[src/rtl/clk_tick_gen.sv]
// Multi-channel power-of-two rate generator: per-channel 50% square wave plus a
// one-cycle tick, with global run/pause and single-step. Optional CLK_TICK_GEN_INPUT_SYNC_EN.
module clk_tick_gen #(
  parameter int unsigned SYS_CLK_SPEED = 100_000_000,
  parameter int unsigned NUM_CH        = 2,
  parameter int unsigned SEL_W         = 3
) (
  input  logic                      clk,
  input  logic                      rst_n,
  input  logic [NUM_CH*SEL_W-1:0]   clk_speed,
  input  logic                      run_en,
  input  logic                      step,
  output logic [NUM_CH-1:0]         s_clk,
  output logic [NUM_CH-1:0]         tick
);

  localparam int unsigned CW = $clog2(SYS_CLK_SPEED);

  logic [NUM_CH*SEL_W-1:0] spd_in;
  logic                    run_in;
  logic                    step_in;

`ifdef CLK_TICK_GEN_INPUT_SYNC_EN
  logic [NUM_CH*SEL_W-1:0] spd_s1, spd_s2;
  logic                    run_s1, run_s2;
  logic                    step_s1, step_s2;

  // Two-flop synchronisers for inputs from a foreign clock domain
  always_ff @(posedge clk or negedge rst_n) begin
    if (!rst_n) begin
      spd_s1  <= '0;
      spd_s2  <= '0;
      run_s1  <= 1'b0;
      run_s2  <= 1'b0;
      step_s1 <= 1'b0;
      step_s2 <= 1'b0;
    end else begin
      spd_s1  <= clk_speed;
      spd_s2  <= spd_s1;
      run_s1  <= run_en;
      run_s2  <= run_s1;
      step_s1 <= step;
      step_s2 <= step_s1;
    end
  end

  assign spd_in  = spd_s2;
  assign run_in  = run_s2;
  assign step_in = step_s2;
`else
  assign spd_in  = clk_speed;
  assign run_in  = run_en;
  assign step_in = step;
`endif

  logic [NUM_CH*SEL_W-1:0] spd_q;
  logic                    step_d;
  logic                    step_edge;
  logic [CW-1:0]           cnt [NUM_CH];

  assign step_edge = step_in & ~step_d;

  // Terminal count (HALF-1) for a select; very fast rates clamp HALF to 1
  function automatic logic [CW-1:0] half_m1(input logic [SEL_W-1:0] sel);
    int unsigned h;
    h = SYS_CLK_SPEED >> (32'(sel) + 32'd1);
    if (h == 0) h = 1;
    return CW'(h - 32'd1);
  endfunction

  always_ff @(posedge clk or negedge rst_n) begin
    if (!rst_n) begin
      spd_q  <= '0;
      step_d <= 1'b0;
      s_clk  <= '0;
      tick   <= '0;
      for (int i = 0; i < NUM_CH; i++) cnt[i] <= '0;
    end else begin
      spd_q  <= spd_in;
      step_d <= step_in;
      for (int i = 0; i < NUM_CH; i++) begin
        // Priority: rate change, then free-run, then single-step while paused
        if (spd_in[i*SEL_W +: SEL_W] != spd_q[i*SEL_W +: SEL_W]) begin
          cnt[i]   <= '0;
          s_clk[i] <= 1'b0;
          tick[i]  <= 1'b0;
        end else if (run_in) begin
          if (cnt[i] == half_m1(spd_q[i*SEL_W +: SEL_W])) begin
            cnt[i]   <= '0;
            s_clk[i] <= ~s_clk[i];
            tick[i]  <= ~s_clk[i];
          end else begin
            cnt[i]   <= cnt[i] + CW'(1);
            tick[i]  <= 1'b0;
          end
        end else if (step_edge) begin
          cnt[i]   <= '0;
          s_clk[i] <= ~s_clk[i];
          tick[i]  <= ~s_clk[i];
        end else begin
          tick[i]  <= 1'b0;
        end
      end
    end
  end

endmodule

[config.mk]
export PLATFORM = sky130hd
export DESIGN_NAME = clk_tick_gen
export DESIGN_NICKNAME = d
export VERILOG_FILES = /design/src/rtl/clk_tick_gen.sv
export SDC_FILE = /design/constraint.sdc
export NUM_CORES = 1
export LEC_CHECK = 0
export BUFFER_PORTS_ARGS = -buffer_cell sky130_fd_sc_hd__buf_2
export CAP_MARGIN = 40
export CORE_MARGIN = 1
export CORE_UTILIZATION = 64
export CTS_CLUSTER_SIZE = 20
export DETAILED_ROUTE_END_ITERATION = 10
export GPL_TIMING_DRIVEN = 0
export PLACE_DENSITY = 0.78
export SYNTH_ARGS = -nofsm -noshare
export SYNTH_HDL_FRONTEND = slang
export SYNTH_SLANG_ARGS = --single-unit
[constraint.sdc]
create_clock -name clk -period 5.4 [get_ports clk]
set_input_delay 1.08 -clock clk [delete_from_list [all_inputs] [get_ports clk]]
set_output_delay 1.08 -clock clk [all_outputs]
set_load 0.05 [all_outputs]
Word-level counts from Yosys, hierarchy flattened
Index checks and enable logic that the tools add are counted.

storage, ports and cells
  word-level logic and storage cells = 60
  register bits after elaboration = 65

operators by class
  reductions and logical operators = 6
  bitwise logic cells = 4
  $add $sub $neg = 6
  mux-type cells = 29
  shift-type cells = 2
  equal/unequal tests = 6

operators by type and width
  operator               count
  $mux 27                13
  $logic_not 32->1       2
  $shr 27x4->32 const A  2
  $add 27x1->27 const B  2
  $eq 27x27->1           2
  $sub 27x1->27 const B  2
  $mux 1                 16
  $add 3x1->4 const B    2
  $ne 3x1->1 const B     2
  $ne 3x3->1             2
  $reduce_bool 3->1      2
  $reduce_and 2->1       2
  $not 1->1              3
  $and 1x1->1            1

Depth between registers and ports, before layout
  word-level depth = 11
  gate-level depth with buffers = 12

Worst setup path after synthesis
OpenSTA, ideal clock, no wires.

  path type = input-to-reg
  start = input port run_en
  end = register cnt[13] in the netlist's numbering
  arrival time = 2.588 ns
  required time = 5.276 ns
  stages = 8
  setup time = 0.124 ns
  path slack = 2.688 ns
  path buffers = 2
  path through = clkbuf_1 -> nor2_1 -> and2_1 -> clkbuf_1 -> nor4_1 -> nand3_1 -> xnor2_1 -> nor2_1

between the ends
  cells in the longest elaborated chain, start to end = 2

RTL lines
  element                        RTL line  RTL
  start, declared                11        input logic run_en,
  $mux 27                        87        end else if (run_in) begin
  $mux 27                        83        if (spd_in[i*SEL_W +: SEL_W] != spd_q[i*SEL_W +: SEL_W]) begin
  end signal, assigned by index  93        cnt[i] <= cnt[i] + CW'(1);
  end, declared                  59        logic [CW-1:0] cnt [NUM_CH];

Parallel ways exist; a longest one is shown, timed or not.
A chain may end at the register's enable or synchronous reset.

Worst setup path after layout
  start = input port run_en
  end = register cnt[15] in the netlist's numbering

Same word-level chain as after synthesis.

==> impl_metrics.tcl <==
set metrics [dict create \
    ys_seq_area_share_pct 34.4 \
    cts.sinks 65 \
    nets 612 \
    rsz0062_at_grt "no" \
    worst_setup_path_start_kind "primary input" \
    dpl.hpwl_um 9270 \
    slew_violations 0 \
    post_route_cells_drive_above_1_share_pct 9.75 \
    p_leak_uw 0.00198 \
    grt-ovfl-total 0 \
    num_antenna_cells 0 \
    grt_util_all_layers_pct 36.2 \
    vias 4722 \
    area_growth_pct 8.61 \
    fillers 543 \
    grt_pass1_vias 4446 \
    cts_tree "yes" \
    numPortBuffers 13 \
    setup_viol 0 \
    dpl_cell_area_um2 4910 \
    power_density_nw_per_um2 210 \
    fin_area_um2 5130 \
    cts_resized 0 \
    outcome "complete, no violations" \
    syn_avg_cell_area_um2 8.20 \
    clkTransAtPathRegs_ps 70 \
    ys.warnings.count 0 \
    worstHoldPathType "reg -> reg" \
    vias_per_cell 6.74 \
    syn-cell-area_um2 4720 \
    num_rows 30 \
    synth_edf_count 0 \
    synth_top_area_share_pct 34.4 \
    async_reset_ff_share_pct 100 \
    ir_worst_vdd_mv 0.178 \
    finClkSkew_ps 13.5 \
    coreArea_um2 6940 \
    drtPass1Iterations 5 \
    worst_ep_arrival_time_ps 3250 \
    ios 14 \
    drc 0 \
    critPathBufInv 3 \
    postCtsSetupRepairBufs 0 \
    path_class "in -> reg" \
    ys_types 70 \
    period_share_pct 56.0 \
    dr.first_iter.drc_count 536 \
    synthFlopType "dfrtp_1" \
    finalHoldViolCount 0 \
    path_cells "buf_2 -> clkbuf_1 -> nor2_1 -> and2_1 -> clkbuf_1 -> nor4_1 -> nand3_1 -> xnor2_1 -> nor2_1" \
    clk_path_buf_depth 2 \
    cts-root-buf "clkbuf_8" \
    grt_pass1_wl_um 21300 \
    die-area_um2 7730 \
    clkLatencyLatePin_ps 350 \
    yosys_register_bits 65 \
    wl_um 13200 \
    syn_inst 576 \
    multi_input_area_um2 2780 \
    antenna_found_initial 0 \
    synth_area_leaders "dfrtp_1 34%, nor2_1 4.7%, xor2_1 4.4%, nand3_1 3.8%, xnor2_1 3.7%" \
    cp_max_fo 10 \
    cp-end-kind "flop" \
    drv_cap 0 \
    grt_max_degree 66 \
    final-seq-area_um2 1630 \
    critical-path-top-delay-family "simple AND/OR/NAND/NOR gates" \
    post-route-min-period_ps 3020 \
    cts-hold-fix-buffers 0 \
    gp_congestion 0.935 \
    maxSlewHeadroom_pct 43.8 \
    holdWs_ps 469 \
    cp_slowest_cell "nor4_1" \
    crit_required_ps 5630 \
    start_util_pct 68.0 \
    syn_nets 588 \
    die-height_um 87.9 \
    die_x_um 87.9 \
    critical-path-max-stage-delay_ps 590 \
    ant_nets 0 \
    synth_area_leader_cell "dfrtp_1" \
    finalSetupTns_ps 0 \
    cts_buffers 9 \
    wl_per_cell_um 18.8 \
    fmax_mhz 331 \
    tightest_slew_ps 835 \
    htreeDepth 3 \
]
==> path summary, 6_finish.rpt <==
check / from / to / slack, ps / cells after the start
setup / recovery: run_en / cnt[15] / 2380 / 9
hold / removal: s_clk[1] / tick[1] / 470 / 1
setup reg to reg: spd_q[2] / cnt[35] / 2440 / 10
hold reg to reg: s_clk[1] / tick[1] / 470 / 1
max in group asynchronous: rst_n / cnt[7] / 4060 / 1
min in group asynchronous: rst_n / cnt[30] / 810 / 1
==> synthesized netlist by cell type (14+ instances only) <==
cell and count:
a21oi_1 24, a31oi_1 19, and3_1 15, buf_2 19, clkbuf_1 27, dfrtp_1 65, inv_1 20, nand2_1 40
nand3_1 36, nand4_1 19, nor2_1 59, nor2b_1 14, o21ai_0 26, xnor2_1 20, xor2_1 24
==> layout make-up <==
type | instances | share of cell area (%)
Sequential cell | 65 | 31.7
Clock buffer | 9 | 2.41
Tap cell | 96 | 2.34
Timing Repair Buffer | 13 | 1.32
Multi-Input combinational cell | 439 | 54.2
Buffer | 51 | 4.63
Clock inverter | 7 | 1.85
Inverter | 21 | 1.54
==> where the power goes <==
group          switching (uW)  internal, uW  leakage (uW)
sequential               4.60           491      0.000891
clock                     207           260      0.000109
combinational            79.1          37.5      0.000983
==> metal layers <==
layer  track usage (%)  wire length, um
met4              12.1              275
met1              50.7             5870
met5                 0                0
met3              8.67             1240
met2              54.9             5810
==> registers in the layout, summed over array words and instances, names as in the netlist <==
register	cells
step_d	1
cnt	54
tick	2
spd_q	6
s_clk	2
==> logic make-up (layout without fill, tap and decap cells) <==
group / Yosys count / after routing / synth area share, %
AO/OA/AOI/OAI: 136 / 136 / 19.8
flip-flops: 65 / 65 / 34.4
buffers and inverters: 72 / 101 / 6.70
adder cells (fa/ha/maj): 3 / 3 / 0.741
AND/OR/NAND/NOR: 248 / 248 / 28.4
multiplexers: 8 / 8 / 1.77
XOR/XNOR: 44 / 44 / 8.16
==> stage by stage <==
step / setup WS (ps) / utilization, % / std cells / total power, uW
final: 2380 / 73.9 / 701 / 1080
after global routing: 2220 / 73.9 / 701 / 1110
after global placement: 2140 / 70.7 / 685 / 616
after detailed placement: 2090 / 70.7 / 685 / 618
after floorplan: 2690 / - / 576 / 580
after CTS: 2440 / 73.9 / 701 / 1080
==> cells in the final DEF, fill, tap and decap left out, types with 6 or more instances in the layout <==
| cell | n |
|---|---|
| xor2_1 | 24 |
| buf_2 | 31 |
| dfrtp_1 | 65 |
| nand3_1 | 36 |
| clkbuf_1 | 27 |
| o211ai_1 | 8 |
| nand4_1 | 19 |
| a21oi_1 | 24 |
| inv_1 | 20 |
| xnor2_1 | 20 |
| nand2_1 | 40 |
| nor2b_1 | 14 |
| and4_1 | 7 |
| nor4bb_1 | 7 |
| nand3b_1 | 6 |
| nor3_1 | 7 |
| a31oi_1 | 19 |
| nor2_1 | 59 |
| o21ai_0 | 26 |
| nand2b_1 | 8 |
| and3_1 | 15 |
| clkbuf_8 | 9 |
No activity file was read; power rests on OpenSTA's default activity.
